File: src/rtl/frog_input_controller.sv
// frog_input_controller
//   Turns four debounced switch levels into single-cycle, mutually exclusive
//   move pulses with hold-to-repeat. Holding all four switches for
//   START_HOLD_CYCLES produces a one-shot start pulse instead.
// Ports:
//   i_Clk          pixel clock
//   i_Rst_L        async active-low reset
//   i_Switches     [0]=Up [1]=Down [2]=Left [3]=Right, 1 = pressed
//   i_Game_Active  high while a game runs; gates move pulses, blocks start
//   o_Up/o_Down/o_Left/o_Right  one-cycle move pulses
//   o_Start        one-cycle start pulse
//   o_Held_Dir     owner of the repeat timer (0=U 1=D 2=L 3=R), 0 when none
module frog_input_controller #(
  parameter int START_HOLD_CYCLES   = 12500000,
  parameter int REPEAT_DELAY_CYCLES = 6250000,
  parameter int REPEAT_RATE_CYCLES  = 3125000
) (
  input  logic       i_Clk,
  input  logic       i_Rst_L,
  input  logic [3:0] i_Switches,
  input  logic       i_Game_Active,
  output logic       o_Up,
  output logic       o_Down,
  output logic       o_Left,
  output logic       o_Right,
  output logic       o_Start,
  output logic [1:0] o_Held_Dir
);

  localparam int MAX_AB = (START_HOLD_CYCLES > REPEAT_DELAY_CYCLES) ?
                          START_HOLD_CYCLES : REPEAT_DELAY_CYCLES;
  localparam int MAX_P  = (MAX_AB > REPEAT_RATE_CYCLES) ? MAX_AB : REPEAT_RATE_CYCLES;
  localparam int CW     = $clog2(MAX_P) + 1;

  localparam logic [CW-1:0] L_START = CW'(START_HOLD_CYCLES - 1);
  localparam logic [CW-1:0] L_DELAY = CW'(REPEAT_DELAY_CYCLES - 1);
  localparam logic [CW-1:0] L_RATE  = CW'(REPEAT_RATE_CYCLES - 1);

  typedef enum logic [1:0] {IDLE, HELD, COMBO, LOCKOUT} state_t;

  state_t        r_State;
  logic [CW-1:0] r_Cnt;
  logic [3:0]    r_Prev;
  logic [3:0]    r_Moves;   // {Right, Left, Down, Up}
  logic          r_Start;
  logic [1:0]    r_Owner;

  logic [3:0]    w_Rise;
  logic [1:0]    w_Sel;
  logic [3:0]    w_Sel_Oh;
  logic [3:0]    w_Own_Oh;
  logic          w_All;
  logic          w_None;

  assign w_Rise   = i_Switches & ~r_Prev;
  assign w_All    = (i_Switches == 4'b1111);
  assign w_None   = (i_Switches == 4'b0000);
  assign w_Own_Oh = 4'b0001 << r_Owner;

  // Newly pressed bits resolved by priority Up > Down > Left > Right.
  always_comb begin
    w_Sel    = 2'd0;
    w_Sel_Oh = 4'b0000;
    if (w_Rise[0])      begin w_Sel = 2'd0; w_Sel_Oh = 4'b0001; end
    else if (w_Rise[1]) begin w_Sel = 2'd1; w_Sel_Oh = 4'b0010; end
    else if (w_Rise[2]) begin w_Sel = 2'd2; w_Sel_Oh = 4'b0100; end
    else if (w_Rise[3]) begin w_Sel = 2'd3; w_Sel_Oh = 4'b1000; end
  end

  always_ff @(posedge i_Clk or negedge i_Rst_L) begin
    if (!i_Rst_L) begin
      r_State <= LOCKOUT;
      r_Cnt   <= '0;
      r_Prev  <= 4'b1111;   // a switch held through reset never looks "new"
      r_Moves <= 4'b0000;
      r_Start <= 1'b0;
      r_Owner <= 2'd0;
    end else begin
      r_Prev  <= i_Switches;
      r_Moves <= 4'b0000;
      r_Start <= 1'b0;
      case (r_State)
        IDLE: begin
          if (w_All) begin
            r_State <= COMBO;
            r_Cnt   <= L_START;
          end else if (|w_Rise) begin
            r_State <= HELD;
            r_Cnt   <= L_DELAY;
            r_Owner <= w_Sel;
            r_Moves <= w_Sel_Oh & {4{i_Game_Active}};
          end
        end
        HELD: begin
          if (w_All) begin
            r_State <= COMBO;
            r_Cnt   <= L_START;
            r_Owner <= 2'd0;
          end else if (i_Switches[r_Owner]) begin
            // Other presses are ignored while the owner stays down.
            if (r_Cnt == '0) begin
              r_Cnt   <= L_RATE;
              r_Moves <= w_Own_Oh & {4{i_Game_Active}};
            end else begin
              r_Cnt <= r_Cnt - 1'b1;
            end
          end else begin
            r_State <= w_None ? IDLE : LOCKOUT;
            r_Owner <= 2'd0;
          end
        end
        COMBO: begin
          if (!w_All) begin
            r_State <= LOCKOUT;
          end else if (r_Cnt == '0) begin
            r_State <= LOCKOUT;
            r_Start <= ~i_Game_Active;
          end else begin
            r_Cnt <= r_Cnt - 1'b1;
          end
        end
        LOCKOUT: begin
          if (w_None) r_State <= IDLE;
        end
        default: r_State <= LOCKOUT;
      endcase
    end
  end

  assign o_Up       = r_Moves[0];
  assign o_Down     = r_Moves[1];
  assign o_Left     = r_Moves[2];
  assign o_Right    = r_Moves[3];
  assign o_Start    = r_Start;
  assign o_Held_Dir = r_Owner;

endmodule
File: config.mk
export PLATFORM = sky130hd
export DESIGN_NAME = frog_input_controller
export DESIGN_NICKNAME = d
export VERILOG_FILES = /design/src/rtl/frog_input_controller.sv
export SDC_FILE = /design/constraint.sdc
export NUM_CORES = 1
export LEC_CHECK = 0
export ABC_AREA = 1
export CORE_ASPECT_RATIO = 1.5
export CORE_MARGIN = 2
export CORE_UTILIZATION = 43
export DETAILED_ROUTE_END_ITERATION = 10
export SYNTH_ARGS = -nofsm -noshare
export SYNTH_HDL_FRONTEND = slang
export SYNTH_SLANG_ARGS = --single-unit
File: constraint.sdc
create_clock -name i_Clk -period 3.1 [get_ports i_Clk]
set_clock_uncertainty 0.15 [all_clocks]
set_input_delay 0.31 -clock i_Clk [delete_from_list [all_inputs] [get_ports i_Clk]]
set_output_delay 0.31 -clock i_Clk [all_outputs]
set_load 0.01 [all_outputs]
==> results of run 1 <==
[cell type report]
class,count,area (um^2)
Inverter,53,206.4
Fill cell,654,3110
Timing Repair Buffer,14,132.6
Tap cell,74,92.59
Clock buffer,5,68.82
Multi-Input combinational cell,298,1521
Clock inverter,3,40.04
Sequential cell,38,958.4
[critical path, stage by stage (launching register included)]
cell and delay, ns:
dfstp_2 0.56, inv_1 0.07, ha_1 0.28, nor2_1 0.39, clkinv_1 0.47, o21ai_0 0.31, o21ai_0 0.15, nand2_1 0.09
nand2_1 0.04
[per-layer routing]
metal	global-route usage, %	vias to the layer above	part of all wire [%]
met3	2.886	19	2.9
met1	24.17	1209	41
li1	-	1274	-
met4	9.955	0	3.6
met2	42.09	49	53
met5	0	-	0
[sequential cells by signal (all words and copies together) (netlist names)]
signal	count
r_Cnt	25
r_Moves	4
r_Prev	4
o_Held_Dir	2
r_State	2
o_Start	1
[placed cells by master, fill, tap and decap left out, types with 3 or more instances in the layout]
| master | n |
|---|---|
| a21oi_1 | 17 |
| clkbuf_8 | 5 |
| clkdlybuf4s50_1 | 12 |
| dfrtp_1 | 32 |
| dfstp_2 | 6 |
| ha_1 | 7 |
| inv_1 | 50 |
| nand2_1 | 106 |
| nand2_2 | 4 |
| nand3_1 | 26 |
| nand4_1 | 8 |
| nor2_1 | 61 |
| nor2_2 | 10 |
| nor2_4 | 3 |
| nor3_1 | 4 |
| o21ai_0 | 21 |
| xor2_1 | 6 |
[stage by stage]
step | hold slack [ns] | cells | power, W | cell area, um^2 | setup slack, ns
4_1_cts | 0.01877 | 485 | 0.003032 | 3020 | 0.4545
5_1_grt | 0.06553 | 485 | 0.003308 | 3020 | 0.2304
3_3_place_gp | 0.3379 | 477 | 0.002597 | 2912 | 0.4882
2_1_floorplan | -0.1356 | 393 | 0.002208 | 2736 | 1.078
6_report | -0.01217 | 485 | 0.003028 | 3020 | 0.4628
3_5_place_dp | 0.3423 | 477 | 0.002597 | 2912 | 0.4786
[final timing paths]
| check | to | cells after the start | start |
|---|---|---|---|
| min | r_Cnt[1] | 1 | i_Rst_L |
| min in group i_Clk | r_Prev[2] | 1 | i_Switches[2] |
| max | r_Cnt[23] | 8 | r_State[1] |
| min reg2reg | r_State[0] | 2 | r_State[0] |
| max reg2reg | r_Cnt[23] | 8 | r_State[1] |
| max in group asynchronous | r_Cnt[23] | 1 | i_Rst_L |
[cell families after synthesis]
group                      synth area share, %
xor gates and xnor gates                 2.561
DFF                                      35.03
buffers and inverters                    9.373
and+or+nand+nor                          40.10
adders and majority gates                3.201
AOI/OAI and AO/OA                        9.740
[where the power goes]
| part | switching (W) | total [W] | internal, W | leakage [nW] |
|---|---|---|---|---|
| Combinational | 0.00116 | 0.00172 | 0.000558 | 0.930 |
| Sequential | 0.000204 | 0.000880 | 0.000676 | 0.454 |
| Clock | 0.000193 | 0.000431 | 0.000237 | 0.0579 |
| Total | 0.00156 | 0.00303 | 0.00147 | 1.44 |
==> impl_metrics.py, run 1 <==
metrics = {
    "synthesis": {
        "synth_area_leader_cell": "dfrtp_1",
        "synthArstFlopShare_pct": 100.0,
        "yosysMostFrequentCell": "nand2_1",
        "yosysTopAreaCellShare_pct": 29.26,
        "ys_warn_count": 0,
        "yosysSeqAreaShare_pct": 35.03,
        "ys.flop_type": "dfrtp_1",
        "synthCells": 393,
        "ys_top_cells_by_area": "dfrtp_1 29%, nand2_1 15%, nor2_1 8.4%",
        "yosys-top-cells-count": "106 x nand2_1, 61 x nor2_1, 50 x inv_1",
        "ys_seq_elements": 38,
        "syn-mean-instance-area_um2": 6.963,
        "synth_edf_count": 0,
        "syn-num-nets": 407,
        "yosysUniqueCellTypes": 39,
        "synth_area_um2": 2736,
    },
    "sta": {
        "tns_ns": 0,
        "rsz0062_at_grt": "no",
        "slew_headroom_pct": 39.60,
        "maxSlewViolCount": 0,
        "setup_viol": 0,
        "max_freq_ghz": 0.3792,
        "hold_violations": 24,
        "tightest_slew_ns": 0.9060,
        "whs_ns": -0.01217,
        "timing.final.crit_period_ns": 2.637,
        "period_share_pct": 85.07,
    },
    "cts": {
        "clock_latency_ns": 0.30,
        "cts_hold_buf": 0,
        "root_buffer": "clkbuf_8",
        "h-tree-depth": 2,
        "numCtsBuffers": 5,
        "clockBufferDepth": 2,
        "clk_pin_slew_ns": 0.08,
        "ctsResizeCount": 0,
        "cts_sinks": 38,
        "postCtsSetupBuffers": 0,
        "cts_tree": "done",
    },
    "global_route": {
        "antenna_found_initial": 0,
        "overflow": 0,
        "grt_usage_pct": 22.06,
        "grt_max_degree": 39,
        "first_global_vias": 2530,
        "grt_pass1_wl_um": 12140,
    },
    "floorplanning": {
        "die-area_um2": 7031,
        "rows": 35,
        "io_pins": 14,
        "core_um2": 6131,
        "initial_core_util_pct": 44.63,
        "die_height_um": 101.7,
        "die_w_um": 69.14,
    },
    "worst_hold_path": {
        "hold_path_class": "primary input to asynchronous set/reset pin",
    },
    "place": {
        "hpwl_um": 5450,
        "gp_congestion": 0.9275,
        "numPortBuffers": 13,
    },
    "final_layout": {
        "nets": 424,
        "area.growth.synth_to_final_pct": 10.38,
        "layout-drive-gt1-share_pct": 11.68,
        "antennaDiodeCount": 0,
        "fin_util_pct": 49.27,
    },
    "critical_path": {
        "rrSetupSlack_ns": 0.46,
        "critPathMaxFanout": 10,
        "crit_arrival_ns": 2.68,
        "required_ns": 3.14,
        "start_kind": "register",
        "path_class": "register to register",
        "critPathCaptureType": "register",
    },
    "detailed_routing": {
        "wl_per_cell_um": 14.92,
        "vias_per_cell": 5.260,
        "drt_iter0_markers": 149,
        "finalWirelength_um": 7237,
        "firstDrtPassIters": 4,
        "num_vias": 2551,
        "route.detailed.drc": 0,
        "detail-route-antenna-nets": 0,
    },
    "outcome": {
        "violations": "hold timing",
        "status": "finished, violations left",
    },
    "power": {
        "ir_drop_mv": 0.4271,
        "leakagePower_nw": 1.442,
        "powerDensity_nw_per_um2": 1002,
    },
    "run": {
        "cap_violations": 0,
    },
}
Note: power is estimated with default switching activity, not from simulation.
==> inputs of run 2 (changes only) <==
--- a/config.mk
+++ b/config.mk
@@ -7,9 +7,9 @@
 export LEC_CHECK = 0
 export ABC_AREA = 1
 export CORE_ASPECT_RATIO = 1.5
-export CORE_MARGIN = 2
 export CORE_UTILIZATION = 43
 export DETAILED_ROUTE_END_ITERATION = 10
 export SYNTH_ARGS = -nofsm -noshare
 export SYNTH_HDL_FRONTEND = slang
 export SYNTH_SLANG_ARGS = --single-unit
+export TNS_END_PERCENT = 1
==> constraint.sdc (replaced) <==
create_clock -name i_Clk -period 2.7 [get_ports i_Clk]
set_clock_uncertainty 0.15 [all_clocks]
set_input_delay 0.27 -clock i_Clk [delete_from_list [all_inputs] [get_ports i_Clk]]
set_output_delay 0.27 -clock i_Clk [all_outputs]
set_load 0.01 [all_outputs]
==> impl_metrics.py, run 2 (synthesis results as in run 1) <==
metrics = {
    "critical_path": {
        "worst_path_most_repeated_cell": "inv_1",
        "critPathCaptureType": "register",
        "critPathMaxFanout": 8,
        "crit_arrival_ns": 2.27,
        "path_buf_inv": 3,
        "worstRegToRegCells": 9,
        "start_kind": "register",
        "required_ns": 2.75,
        "worst_path_dominant_cell_family": "flip-flops",
        "cpMaxStageDelayCell": "dfstp_2",
        "reg2reg_from": "r_State[0]",
        "crit_cells": 9,
        "slowest_delay_ns": 0.58,
        "path_class": "register to register",
        "crit_start": "r_State[0]",
        "rrSetupSlack_ns": 0.48,
        "path_cells": "inv_1, ha_1, inv_1, a21oi_1, o21ai_2, nor2_4, nand2_1, nand2_1, inv_1",
        "r2r_end": "r_Cnt[2]",
        "endpoint": "r_Cnt[2]",
    },
    "sta": {
        "tightest_slew_ns": 0.8882,
        "whs_ns": 0.3072,
        "timing.final.crit_period_ns": 2.219,
        "setup_ws_ns": 0.4813,
        "setup_viol": 0,
        "max_freq_ghz": 0.4507,
        "hold_violations": 0,
        "tns_ns": 0,
        "maxSlewViolCount": 0,
        "slew_headroom_pct": 40.79,
        "period_share_pct": 82.17,
        "rsz0062_at_grt": "no",
    },
    "power": {
        "power_frac_clock_pct": 16.8,
        "seqPwrFrac_pct": 27.3,
        "ir_drop_mv": 0.6339,
        "p_comb_share_pct": 56.0,
        "leakagePower_nw": 1.484,
        "switching_share_pct": 49.09,
        "powerDensity_nw_per_um2": 1190,
        "p_int_w": 0.001879,
        "switchingPower_w": 0.001812,
    },
    "outcome": {
        "status": "finished clean",
    },
    "detailed_routing": {
        "finalWirelength_um": 7232,
        "route.detailed.drc": 0,
        "firstDrtPassIters": 4,
        "num_vias": 2562,
        "vias_per_cell": 5.218,
        "drt_iter0_markers": 113,
        "wl_per_cell_um": 14.73,
        "detail-route-antenna-nets": 0,
    },
    "cts": {
        "cts_tree": "done",
        "root_buffer": "clkbuf_8",
        "clock_latency_ns": 0.30,
        "clk_pin_slew_ns": 0.09,
        "cts_hold_buf": 1,
        "h-tree-depth": 2,
        "postCtsSetupBuffers": 0,
        "numCtsBuffers": 5,
        "cts_sinks": 38,
        "clockBufferDepth": 2,
        "ctsResizeCount": 0,
    },
    "global_route": {
        "grt.met2_usage_pct": 44.38,
        "grt_max_degree": 39,
        "antenna_found_initial": 0,
        "gr-usage-met3_pct": 4.243,
        "first_global_vias": 2569,
        "grt_pass1_wl_um": 12300,
        "grtUsageMet1_pct": 27.25,
        "grt_usage_pct": 24.84,
        "overflow": 0,
        "busiest_layer": "met2",
    },
    "floorplanning": {
        "die_height_um": 99.70,
        "die-area_um2": 6693,
        "io_pins": 14,
        "core_um2": 6131,
        "die_w_um": 67.14,
        "rows": 35,
        "initial_core_util_pct": 44.63,
    },
    "worst_hold_path": {
        "hold_path_class": "primary input to register",
    },
    "place": {
        "pre_cts_ws_ns": 0.3306,
        "hpwl_um": 5563,
        "gp_congestion": 0.9083,
        "place_area_um2": 2949,
        "numPortBuffers": 13,
    },
    "final_layout": {
        "top_register": "r_Cnt",
        "largest_register_ffs": 25,
        "nets": 430,
        "largest_registers": "r_Cnt: 25 flops, r_Moves: 4 flops, r_Prev: 4 flops",
        "layout-drive-gt1-share_pct": 12.71,
        "post-route-cell-area_um2": 3102,
        "area.growth.synth_to_final_pct": 13.35,
        "antennaDiodeCount": 0,
        "layout_common_cells": "106 x nand2_1, 61 x nor2_1, 50 x inv_1, 32 x dfrtp_1, 26 x nand3_1",
        "layout_commonest_cell": "nand2_1",
    },
    "run": {
        "cap_violations": 0,
    },
}
[run 2: cell types whose count changed in the layout (fill, tap and decap cells not counted)]
cell / delta
bufinv_16: +1
clkbuf_8: +1
clkinv_2: -2
dlygate4sd3_1: +1
buf_4: +5
[run 2: how the worst min path moves through the flow]
| stage | from | end | depth (start not counted) |
|---|---|---|---|
| 2_1_floorplan | i_Rst_L | o_Held_Dir[0] | 0 |
| 5_1_grt | i_Switches[2] | r_Prev[2] | 1 |
| 4_1_cts | i_Switches[2] | r_Prev[2] | 1 |
| 6_report | i_Switches[2] | r_Prev[2] | 1 |
| 3_5_place_dp | i_Rst_L | r_Cnt[0] | 1 |
| 3_3_place_gp | i_Rst_L | r_Cnt[0] | 1 |
[run 2: power by group through the flow]
stage	sequential [W]	clock [W]	combinational, W
floorplan	0.000949	0	0.00159
global placement	0.00101	0	0.00203
detailed placement	0.00101	0	0.00207
CTS	0.00100	0.000626	0.00207
global route	0.00103	0.000645	0.00233
finish	0.00101	0.000618	0.00206
[run 2: per-layer routing]
metal  vias up  routed length (um)  part of all wire, %
met5         -                   0                    0
met4         0                 296                  4.1
met3        22                 201                  2.8
met2        57                3889                   54
met1      1197                2845                   39
li1       1286                   -                    -
[run 2: area by class of cell]
| cell class | count | area, um^2 |
|---|---|---|
| clock buffer | 6 | 82.58 |
| clock inverter | 2 | 60.06 |
| fill | 638 | 3029 |
| inverter | 53 | 206.4 |
| multi-input combinational | 298 | 1521 |
| sequential | 38 | 958.4 |
| tap | 74 | 92.59 |
| timing repair buffer | 20 | 180.2 |
[run 2: metrics by stage]
step | cells | utilization, % | power [W]
floorplan | 393 | - | 0.002535
global placement | 482 | 48.10 | 0.003037
detailed placement | 482 | 48.10 | 0.003078
CTS | 491 | 50.59 | 0.003703
global route | 491 | 50.59 | 0.004009
finish | 491 | 50.59 | 0.003690
